$ cat config.mk
export PLATFORM = sky130hd
export DESIGN_NAME = multi_fun_barrel_shifter
export DESIGN_NICKNAME = d
export VERILOG_FILES = /design/src/rtl/multi_fun_barrel_shifter.sv
export SDC_FILE = /design/constraint.sdc
export NUM_CORES = 1
export LEC_CHECK = 0
export CORE_AREA = 5 5 47 49
export CTS_BUF_LIST = sky130_fd_sc_hd__clkbuf_8
export DETAILED_ROUTE_END_ITERATION = 8
export DIE_AREA = 0 0 52 54
export GPL_TIMING_DRIVEN = 0
export HOLD_SLACK_MARGIN = 0.08
export PLACE_DENSITY = 0.86
export SYNTH_ARGS = -nofsm -noshare
export SYNTH_HDL_FRONTEND = slang
export SYNTH_SLANG_ARGS = --single-unit
$ cat constraint.sdc
create_clock -name clk -period 2.7 [get_ports clk]
set_input_delay 0.81 -clock clk [delete_from_list [all_inputs] [get_ports clk]]
set_output_delay 0.81 -clock clk [all_outputs]
set_load 0.1 [all_outputs]
$ cat src/rtl/multi_fun_barrel_shifter.sv
// Registered rotate unit: left/right rotate by 0..WIDTH-1, one-cycle latency.
// Optional MFBS_LOGICAL_SHIFT_EN adds a `mode` input selecting zero-fill logical shifts.
module multi_fun_barrel_shifter #(
  parameter int WIDTH = 8,
  parameter int AMT_W = $clog2(WIDTH)
) (
  input  logic             clk,
  input  logic             rst_n,
  input  logic             in_valid,
  input  logic [WIDTH-1:0] num,
  input  logic [AMT_W-1:0] amt,
  input  logic             lr,
`ifdef MFBS_LOGICAL_SHIFT_EN
  input  logic             mode,
`endif
  output logic             out_valid,
  output logic [WIDTH-1:0] shiftedNum
);

  logic [WIDTH-1:0] w_src;
  logic [WIDTH-1:0] w_core;
  logic [WIDTH-1:0] w_res;
  logic             w_logical;
  logic [WIDTH-1:0] r_shifted;
  logic             r_valid;

`ifdef MFBS_LOGICAL_SHIFT_EN
  assign w_logical = mode;
`else
  assign w_logical = 1'b0;
`endif

  function automatic logic [WIDTH-1:0] bit_rev(input logic [WIDTH-1:0] v);
    logic [WIDTH-1:0] r;
    r = '0;
    for (int unsigned i = 0; i < WIDTH; i++) begin
      r[i] = v[WIDTH-1-i];
    end
    return r;
  endfunction

  // Right operations reuse the left core by reversing bits before and after;
  // a zero-filled left shift on the reversed word is a logical right shift.
  always_comb begin
    w_src  = lr ? bit_rev(num) : num;
    w_core = w_src;
    for (int unsigned i = 0; i < AMT_W; i++) begin
      if (amt[i]) begin
        if (w_logical) begin
          w_core = w_core << (1 << i);
        end else begin
          w_core = (w_core << (1 << i)) | (w_core >> (WIDTH - (1 << i)));
        end
      end
    end
    w_res = lr ? bit_rev(w_core) : w_core;
  end

  always_ff @(posedge clk) begin
    if (!rst_n) begin
      r_valid   <= 1'b0;
      r_shifted <= '0;
    end else begin
      r_valid <= in_valid;
      if (in_valid) begin
        r_shifted <= w_res;
      end
    end
  end

  assign out_valid  = r_valid;
  assign shiftedNum = r_shifted;

endmodule

==> PnR_summary.wiki <==
{| class="wikitable"
! Metric !! Value
|-
| Result of the run || finished clean
|-
| Nature of the critical path startpoint || primary input
|-
| Top-Level Pins || 24
|-
| Post-CTS Hold Fix Bufs || 0
|-
| Height of the chip || 54 um
|-
| CTS H-Tree Depth || 1
|-
| Post-Syn Instances || 75
|-
| Max-Cap Viols || 0
|-
| Gates resized, CTS repair || 0
|-
| Starting density of the core || 48.8%
|-
| Element type at the critical path end || register
|-
| Post-CTS clock slew at the launch and capture registers of the worst setup and hold paths || 0.04 ns
|-
| Placeable core area || 0.00182 mm2
|-
| Clock insertion delay at the later pin of the skew report || 0.23 ns
|-
| Share of final-layout standard cells stronger than drive strength 1 || 19.0%
|-
| Post-DR vias/cell || 6.26
|-
| CP Data Required Time || 2.80 ns
|-
| Cell-by-cell listing of the critical path || clkdlybuf4s50_1 > mux4_1 > mux2_2 > mux2i_1 > o22ai_1
|-
| Layout Skew || 0 ns
|-
| Total of flip-flops plus latches after synthesis || 9
|-
| Storage cell area || 180 um2
|-
| Stage delay of the slowest cell on the critical path || 0.59 ns
|-
| Final setup violation count || 0
|-
| Ratio of final minimum period to clock period || 94.6%
|-
| Net count after synthesis || 90
|-
| Number of distinct library cells after synthesis || 17
|-
| Hold Slack || 0.576 ns
|-
| Leak || 0.420 nW
|-
| Max stage delay cell, worst path || mux4_1
|-
| Top area cells in the synthesized netlist || mux4_1, dfxtp_1, mux4_2
|-
| Ratio of total power to cell area || 499 mW/mm2
|-
| Share of the synthesized area in the top cell type || 20.7%
|-
| Drc violations || 0
|-
| Filler Cells Inserted || 136
|-
| TritonCTS Buffers || 3
|-
| Number of flops mapped to enable cells by yosys || 0
|-
| Mean cell area of the mapped netlist || 11.9 um2
|-
| Vias in the first global route || 811
|-
| Setup Buffers After CTS || 0
|-
| Routed WL per cell || 16.6 um
|-
| Sum of overflow across all layers after global routing || 0
|-
| Post-synthesis instance area || 890 um2
|-
| Final estimated routing congestion in global placement || 0.843
|-
| Gr usage total || 17.6%
|-
| Number of vias after detailed routing || 795
|-
| IR drop worst, VDD || 0.000341 V
|-
| Starting DRC count in detailed routing || 9
|-
| Biggest fanout along the worst timing path || 4
|-
| DIE AREA || 0.00281 mm2
|-
| Drt first pass iters || 4
|-
| Hold crit path type || reg2reg
|-
| Most used flip-flop cell after synthesis || dfxtp_1
|-
| Crit Path Class || in2reg
|-
| Final layout net count || 116
|-
| Final Routed Wirelength || 2.11 mm
|-
| Proportion of register bits with asynchronous set or reset after synthesis || 0%
|-
| CTS tree || yes
|-
| Final min period || 2.56 ns
|-
| Final hold violation count || 0
|-
| TritonCTS sink count || 9
|-
| Post-DP HPWL || 1.70 mm
|-
| Sequential cell area fraction in the yosys report || 20.3%
|-
| Standard-cell row count || 16
|-
| Global-route wire length before repair || 3.67 mm
|-
| Pins Over Slew Limit || 0
|-
| Number of port buffers || 21
|-
| Chip Width || 52 um
|-
| CTS max path bufs || 2
|-
| Worst-case headroom to the max-slew limit || 35.3%
|-
| Post-route core utilization || 64.7%
|-
| Clock root buffer || clkbuf_8
|-
| Diodes inserted || 0
|-
| Pin count of the biggest net entering global routing || 11
|-
| Post-synth top area cell || mux4_1
|-
| Max Freq || 391 MHz
|-
| Commonest cells in the synthesized netlist || dfxtp_1, a221oi_1, o21ai_0, o22ai_1
|-
| Crit path DAT || 2.66 ns
|-
| Number of antenna violations at the first check in global routing || 0
|-
| Slew at the pin with the worst max-slew slack || 0.967 ns
|-
| Number of antenna-violating nets in the routed design || 0
|-
| Most common cell in the synthesized netlist || dfxtp_1
|-
| RSZ-0062 raised after global routing || no
|-
| Synthesis Warnings || 0
|-
| Syn-to-layout area delta || 32.5%
|-
| Total area of multi-input combinational cells || 657 um2
|}
## metal layers
| metal | track usage, % | part of all wire (%) | up-vias |
|---|---|---|---|
| met5 | 0 | 0 | - |
| met4 | 7.42 | 2.2 | 0 |
| met3 | 3.88 | 7.1 | 7 |
| met2 | 32.2 | 53 | 30 |
| met1 | 19.5 | 38 | 381 |
| li1 | - | - | 377 |
## power by group
part | total [mW] | switching [mW] | internal, mW | leakage, nW
Combinational | 0.281 | 0.177 | 0.104 | 0.318
Clock | 0.151 | 0.0518 | 0.0989 | 0.0269
Sequential | 0.156 | 0.00811 | 0.148 | 0.0751
Total | 0.588 | 0.237 | 0.351 | 0.420
## cell families (layout without fill, tap and decap cells)
kind of cell | count (synthesis) | after routing | share of synthesized area (%)
buffers and inverters | 8 | 33 | 5.91
and+or+nand+nor | 9 | 9 | 6.05
DFF | 9 | 9 | 20.3
muxes | 20 | 20 | 45.4
AOI/OAI and AO/OA | 28 | 28 | 21.4
xor gates and xnor gates | 1 | 1 | 0.985
## critical path, delay by kind of cell
family          cells  cell delay (ns)
compound gates      1             0.13
buf+inv             1             0.58
mux                 3             1.14
## through the flow
step                instance area [um2]  instances  setup WS (ns)  TNS, ns  power [mW]
floorplan                           890         75          0.661        0       0.365
global placement                   1130        123        -0.0283  -0.0595       0.433
detailed placement                 1130        123        -0.0687   -0.223       0.440
CTS                                1180        127          0.163        0       0.590
global route                       1180        127         0.0428        0       0.619
finish                             1180        127          0.145        0       0.588
## flip-flops by register name, indices dropped and copies added, names as in the netlist
name        count
shiftedNum      8
out_valid       1
## final timing paths
path,slack (ns),start,endpoint,cells past startpoint
worst max-delay path,0.14,amt[0],shiftedNum[1],5
worst min-delay path,0.58,shiftedNum[5],shiftedNum[5],2
worst max register to register,1.78,shiftedNum[6],shiftedNum[6],3
worst min register to register,0.58,shiftedNum[5],shiftedNum[5],2
## layout by cell type (no fill, tap or decap)
cell type and count:
a221oi_1 8, and2_1 2, buf_6 3, clkbuf_1 4
clkbuf_8 3, clkdlybuf4s50_1 21, dfxtp_1 9, inv_1 2
mux2_2 2, mux2i_1 4, mux4_1 7, mux4_2 7
nor2_1 1, nor2b_1 2, o211ai_1 4, o21ai_0 8
o22ai_1 8, or2_2 4, xor2_1 1
## area by class of cell
| cell class | count | area share (%) |
|---|---|---|
| multi-input cells | 58 | 55.7 |
| well taps | 27 | 2.87 |
| clock inverters | 1 | 0.318 |
| plain buffers | 7 | 4.14 |
| clock buffers | 3 | 3.50 |
| repair buffers | 21 | 17.8 |
| inverters | 1 | 0.318 |
| flip-flops and latches | 9 | 15.3 |
(Power assumes the default switching activity.)
==> RTL edit 1: new RTL, config.mk and constraints unchanged <==
Register the inputs `in_valid`, `num`, `amt` and `lr` before use. The logic sees them one clock later.
--- a/src/rtl/multi_fun_barrel_shifter.sv
+++ b/src/rtl/multi_fun_barrel_shifter.sv
@@ -16,6 +16,18 @@
   output logic             out_valid,
   output logic [WIDTH-1:0] shiftedNum
 );
+
+  logic in_valid_q;
+  logic [WIDTH-1:0] num_q;
+  logic [AMT_W-1:0] amt_q;
+  logic lr_q;
+
+  always_ff @(posedge clk) begin
+    in_valid_q <= in_valid;
+    num_q      <= num;
+    amt_q      <= amt;
+    lr_q       <= lr;
+  end
 
   logic [WIDTH-1:0] w_src;
   logic [WIDTH-1:0] w_core;
@@ -42,10 +54,10 @@
   // Right operations reuse the left core by reversing bits before and after;
   // a zero-filled left shift on the reversed word is a logical right shift.
   always_comb begin
-    w_src  = lr ? bit_rev(num) : num;
+    w_src  = lr_q ? bit_rev(num_q) : num_q;
     w_core = w_src;
     for (int unsigned i = 0; i < AMT_W; i++) begin
-      if (amt[i]) begin
+      if (amt_q[i]) begin
         if (w_logical) begin
           w_core = w_core << (1 << i);
         end else begin
@@ -53,7 +65,7 @@
         end
       end
     end
-    w_res = lr ? bit_rev(w_core) : w_core;
+    w_res = lr_q ? bit_rev(w_core) : w_core;
   end
 
   always_ff @(posedge clk) begin
@@ -61,8 +73,8 @@
       r_valid   <= 1'b0;
       r_shifted <= '0;
     end else begin
-      r_valid <= in_valid;
-      if (in_valid) begin
+      r_valid <= in_valid_q;
+      if (in_valid_q) begin
         r_shifted <= w_res;
       end
     end
Function: changed (Yosys sat finds a counterexample within 4 cycles, from zero or initial values and one cycle with rst_n low).
==> RTL edit 1 against the original RTL <==
Area after synthesis is 22% higher; setup slack better by 10 ps; first-iteration DRC count is 140% higher; routed wire length is 28% higher; clock skew is 5.7 ps higher; final area is 19% higher; power is 44% higher; sequential cell count is 13 higher; global-route usage is 4.3 points higher.
==> RTL edit 1: results (changes against the original RTL) <==
Yosys
  • Post-Syn Nets: 124 (+38%)
  • Adder-Cell Fraction of Synth Area: 0 (unchanged)
  • XOR/XNOR Fraction of Synth Area: 0 (-0.00985)
  • Compound-Gate Fraction of Synth Area: 0.209 (-0.00459)
  • Post-synthesis cell type count: 33 (+16)
  • Yosys warns: 0 (unchanged)
  • Post-synthesis sequential area ratio: 0.405 (+0.202)
  • Syn avg cell area: 9.99 um^2 (-16%)
  • Ranking of synthesized cells by area: dfxtp_1, mux2i_1, mux4_2, nand2_1, nand3_1
  • Most used flip-flop cell after synthesis: dfxtp_1
  • Synth cell count leaders: dfxtp_1, nand2_1, mux2i_1, nand3_1, a22oi_1
  • Post-synthesis mux area share: 0.197 (-0.258)

Route
  • WL met3: 163 um (+8.7%)
  • Total number of vias: 982 (+24%)
  • Initial detailed-routing violation count: 22 (+13)
  • Met1 Wirelength: 1.04 mm (+30%)
  • Met2 routed WL: 1.45 mm (+31%)
  • Drt pass-1 iters: 5 (+1)
  • Final wirelength: 2.69 mm (+28%)

GRT
  • GRT Overall Usage: 0.219 (+0.0429)
  • Via count of the first global-routing pass: 986 (+22%)
  • Global-route wire length before repair: 4.57 mm (+24%)
  • Antenna violations before repair: 0 (unchanged)
  • Largest net degree at the start of global routing: 13 (+2)

Placed design
  • Port Buffer Count: 23 (+9.5%)
  • Final GP Congestion: 0.914 (+8.5%)
  • Post-DP HPWL: 2.07 mm (+22%)
  • Setup WS pre-CTS: 435 ps (+503 ps)
  • DP Area: 1350 um^2 (+19%)

Final layout
  • Final Net Count: 152 (+31%)
  • Share of cells above drive strength 1: 0.125 (-0.0650)
  • Layout Cells excl Fill: 163 (+28%)
  • Fillers: 129 (-5.1%)

Clock tree
  • CTS Root Cell: clkbuf_8
  • Clock transition at path regs: 80 ps (+40 ps)
  • Worst-Skew Late Latency: 260 ps (+30 ps)
  • Clock buffer depth: 2 (unchanged)

Worst setup path
  • Arrival time worst endpoint: 1730 ps (-930 ps)
  • CP max-delay cell: clkdlybuf4s50_1
  • Top cell family by delay on the critical path: buffers and inverters
  • Max FO, Critical Path: 2 (-2)
  • Reg2reg path depth: 6 (+3)
  • CP max stage delay: 1140 ps (+550 ps)

Power
  • Maximum vdd drop: 0.506 mV (+48%)
  • Leak: 0.552 nW (+31%)

Run status
  • Status: complete, no violations

Timing
  • Clock Skews: 5.74 ps (+5.74 ps)
  • Worst slew pin tran: 976 ps (+8.85 ps)

Worst hold path
  • HP Class: reg2reg
[RTL edit 1: area by class of cell]
class | instances | area share
Tap cell | 27 | 0.0240
Sequential cell | 22 | 0.313
Multi-Input combinational cell | 79 | 0.428
Buffer | 6 | 0.0276
Timing Repair Buffer | 23 | 0.164
Inverter | 2 | 0.00533
Clock buffer | 4 | 0.0391
[RTL edit 1: path summary, 6_finish.rpt]
| path | slack (ps) | end | startpoint |
|---|---|---|---|
| setup / recovery | 160 | shiftedNum[4] | shiftedNum[4] |
| hold / removal | 450 | shiftedNum[5] | shiftedNum[5] |
| setup reg to reg | 890 | shiftedNum[1] | lr_q |
| hold reg to reg | 450 | shiftedNum[5] | shiftedNum[5] |
[RTL edit 1: cells by family (layout without fill, tap and decap cells)]
| group | Yosys count | in the layout |
|---|---|---|
| DFF | 22 | 22 |
| and+or+nand+nor | 33 | 33 |
| muxes | 16 | 16 |
| AOI/OAI and AO/OA | 30 | 30 |
| buffers and inverters | 8 | 35 |
[RTL edit 1: power by group]
group          internal, mW  switching [mW]  leakage (nW)
clock                 0.130           0.106        0.0288
sequential            0.347          0.0161         0.184
combinational        0.0885           0.160         0.338
[RTL edit 1: metrics by stage]
step,util,power [mW]
detailed placement,0.742,0.616
global placement,0.742,0.610
floorplan,-,0.547
CTS,0.773,0.846
global route,0.773,0.881
finish,0.773,0.847
[RTL edit 1: layer usage]
metal,track usage,up-vias
li1,-,466
met4,0.0830,0
met5,0,-
met3,0.0416,4
met2,0.414,51
met1,0.239,461
==> RTL edit 2: new RTL, same settings <==
Without the edit above. The parameter `WIDTH` goes from 8 to 4.
--- a/src/rtl/multi_fun_barrel_shifter.sv
+++ b/src/rtl/multi_fun_barrel_shifter.sv
@@ -1,7 +1,7 @@
 // Registered rotate unit: left/right rotate by 0..WIDTH-1, one-cycle latency.
 // Optional MFBS_LOGICAL_SHIFT_EN adds a `mode` input selecting zero-fill logical shifts.
 module multi_fun_barrel_shifter #(
-  parameter int WIDTH = 8,
+  parameter int WIDTH = 4,
   parameter int AMT_W = $clog2(WIDTH)
 ) (
   input  logic             clk,
Ports: changed (resized amt, num and shiftedNum); port bits go from 24 to 15. No check against the original RTL was run, so the function may have changed too.
==> RTL edit 2 against the original RTL <==
Routed wire length shrank 62%; final area shrank 51%; largest power group is now clock; setup slack better by 60 ps; sequential share of layout area rose by 2.0 points; cell count decreased by 40%; power shrank 45%; via count shrank 58%; area after synthesis is 58% lower; combinational power decreased by 62%; synthesized cell count is 57% lower; sequential cell count decreased by 4; non-clock buffer count shrank 14; maximum frequency grew 2.4%; clock power shrank 13%.
==> RTL edit 2: results (changes against the original RTL) <==
Placed design
  • Port Buffer Count: 13 (-38%)
  • Placed instance count: 72 (-41%)
  • Final GP Congestion: 0.788 (-6.5%)
  • Post-DP HPWL: 647 um (-62%)

GRT
  • Largest net degree at the start of global routing: 10 (-1)
  • Via count of the first global-routing pass: 315 (-61%)
  • Global-route wire length before repair: 1.30 mm (-65%)
  • GRT Overall Usage: 0.0663 (-0.109)
  • Antenna violations before repair: 0 (unchanged)

Route
  • Total number of vias: 336 (-58%)
  • Initial detailed-routing violation count: 8 (-1)
  • Final wirelength: 800 um (-62%)
  • Drt pass-1 iters: 4 (unchanged)

Yosys
  • Most used flip-flop cell after synthesis: dfxtp_1
  • Synth cell count leaders: dfxtp_1, mux4_1, inv_1
  • Ys async rst share: 0 (unchanged)
  • Post-synthesis cell type count: 15 (-2)
  • Post-Syn Nets: 42 (-53%)
  • Ranking of synthesized cells by area: mux4_1, dfxtp_1, mux4_2, o221ai_1, a211oi_1
  • Yosys warns: 0 (unchanged)
  • Cells after synthesis: 32 (-57%)
  • Post-synthesis sequential area ratio: 0.270 (+0.0677)

Final layout
  • Share of cells above drive strength 1: 0.0816 (-0.108)
  • Largest register FFs: 4 (-4)
  • Antenna cells: 0 (unchanged)
  • Final Net Count: 60 (-48%)
  • Layout Cells excl Fill: 76 (-40%)
  • Fillers: 183 (+35%)

Worst setup path
  • Arrival time worst endpoint: 1690 ps (-970 ps)
  • CP max stage delay: 1140 ps (+550 ps)
  • Max FO, Critical Path: 2 (-2)
  • Top cell family by delay on the critical path: buffers and inverters
  • CP max-delay cell: clkdlybuf4s50_1

Clock tree
  • Post-CTS sizing: 0 (unchanged)
  • Total CTS buffers: 3 (unchanged)
  • Post-CTS Repair Setup Buffers: 0 (unchanged)
  • H-tree levels: 1 (unchanged)
  • Clock buffer depth: 2 (unchanged)
  • Clock transition at path regs: 30 ps
  • CTS Root Cell: clkbuf_8
  • Worst-Skew Late Latency: 220 ps

Timing
  • Clock Skews: 0 ps (unchanged)
  • Worst rel slew slack: 0.354 (+0.000419)

Run status
  • Status: complete, no violations

Power
  • Maximum vdd drop: 0.136 mV (-60%)
  • Leak: 0.229 nW (-46%)

Worst hold path
  • HP Class: reg2reg
## RTL edit 2: cell count changes after synthesis, sizes merged, moves of 6 or more
cell	change
mux4	-8
o22ai	-8
a221oi	-8
o21ai	-6
## RTL edit 2: area by class of cell
type	count	area (um^2)	share of cell area
Inverter	4	15.0	0.0259
Sequential cell	5	100	0.173
Buffer	1	3.75	0.00648
Clock buffer	3	41.3	0.0713
Clock inverter	1	3.75	0.00648
Timing Repair Buffer	13	130	0.225
Multi-Input combinational cell	22	251	0.434
Tap cell	27	33.8	0.0583
## RTL edit 2: worst paths after layout
path / start / cells after the start / to / slack [ps]
worst max-delay path: shiftedNum[0] / 1 / shiftedNum[0] / 200
worst min-delay path: shiftedNum[2] / 2 / shiftedNum[2] / 540
worst max register to register: shiftedNum[0] / 2 / shiftedNum[0] / 2040
worst min register to register: shiftedNum[2] / 2 / shiftedNum[2] / 540
## RTL edit 2: logic make-up after synthesis
group	synth area share
flip-flops	0.270
buffers and inverters	0.0507
multiplexers	0.416
AND/OR/NAND/NOR	0.0980
XOR/XNOR	0.0237
AO/OA/AOI/OAI	0.142
## RTL edit 2: metrics by stage
stage	util	power, mW	instance area [um^2]	setup slack (ps)
floorplan	-	0.158	370	783
global placement	0.293	0.190	534	328
detailed placement	0.293	0.192	534	279
CTS	0.318	0.327	579	198
global route	0.318	0.338	579	168
finish	0.318	0.322	579	205
## RTL edit 2: routing by layer
layer / share of wire / track usage
met4: 0 / 0.0655
met2: 0.42 / 0.0837
met1: 0.47 / 0.0813
met3: 0.11 / 0.0277
met5: 0 / 0
## RTL edit 2: where the power goes
part | switching, mW | total [mW] | internal [mW]
registers | 0.00272 | 0.0832 | 0.0805
clock network | 0.0343 | 0.132 | 0.0972
logic | 0.0668 | 0.108 | 0.0408
total | 0.104 | 0.322 | 0.218
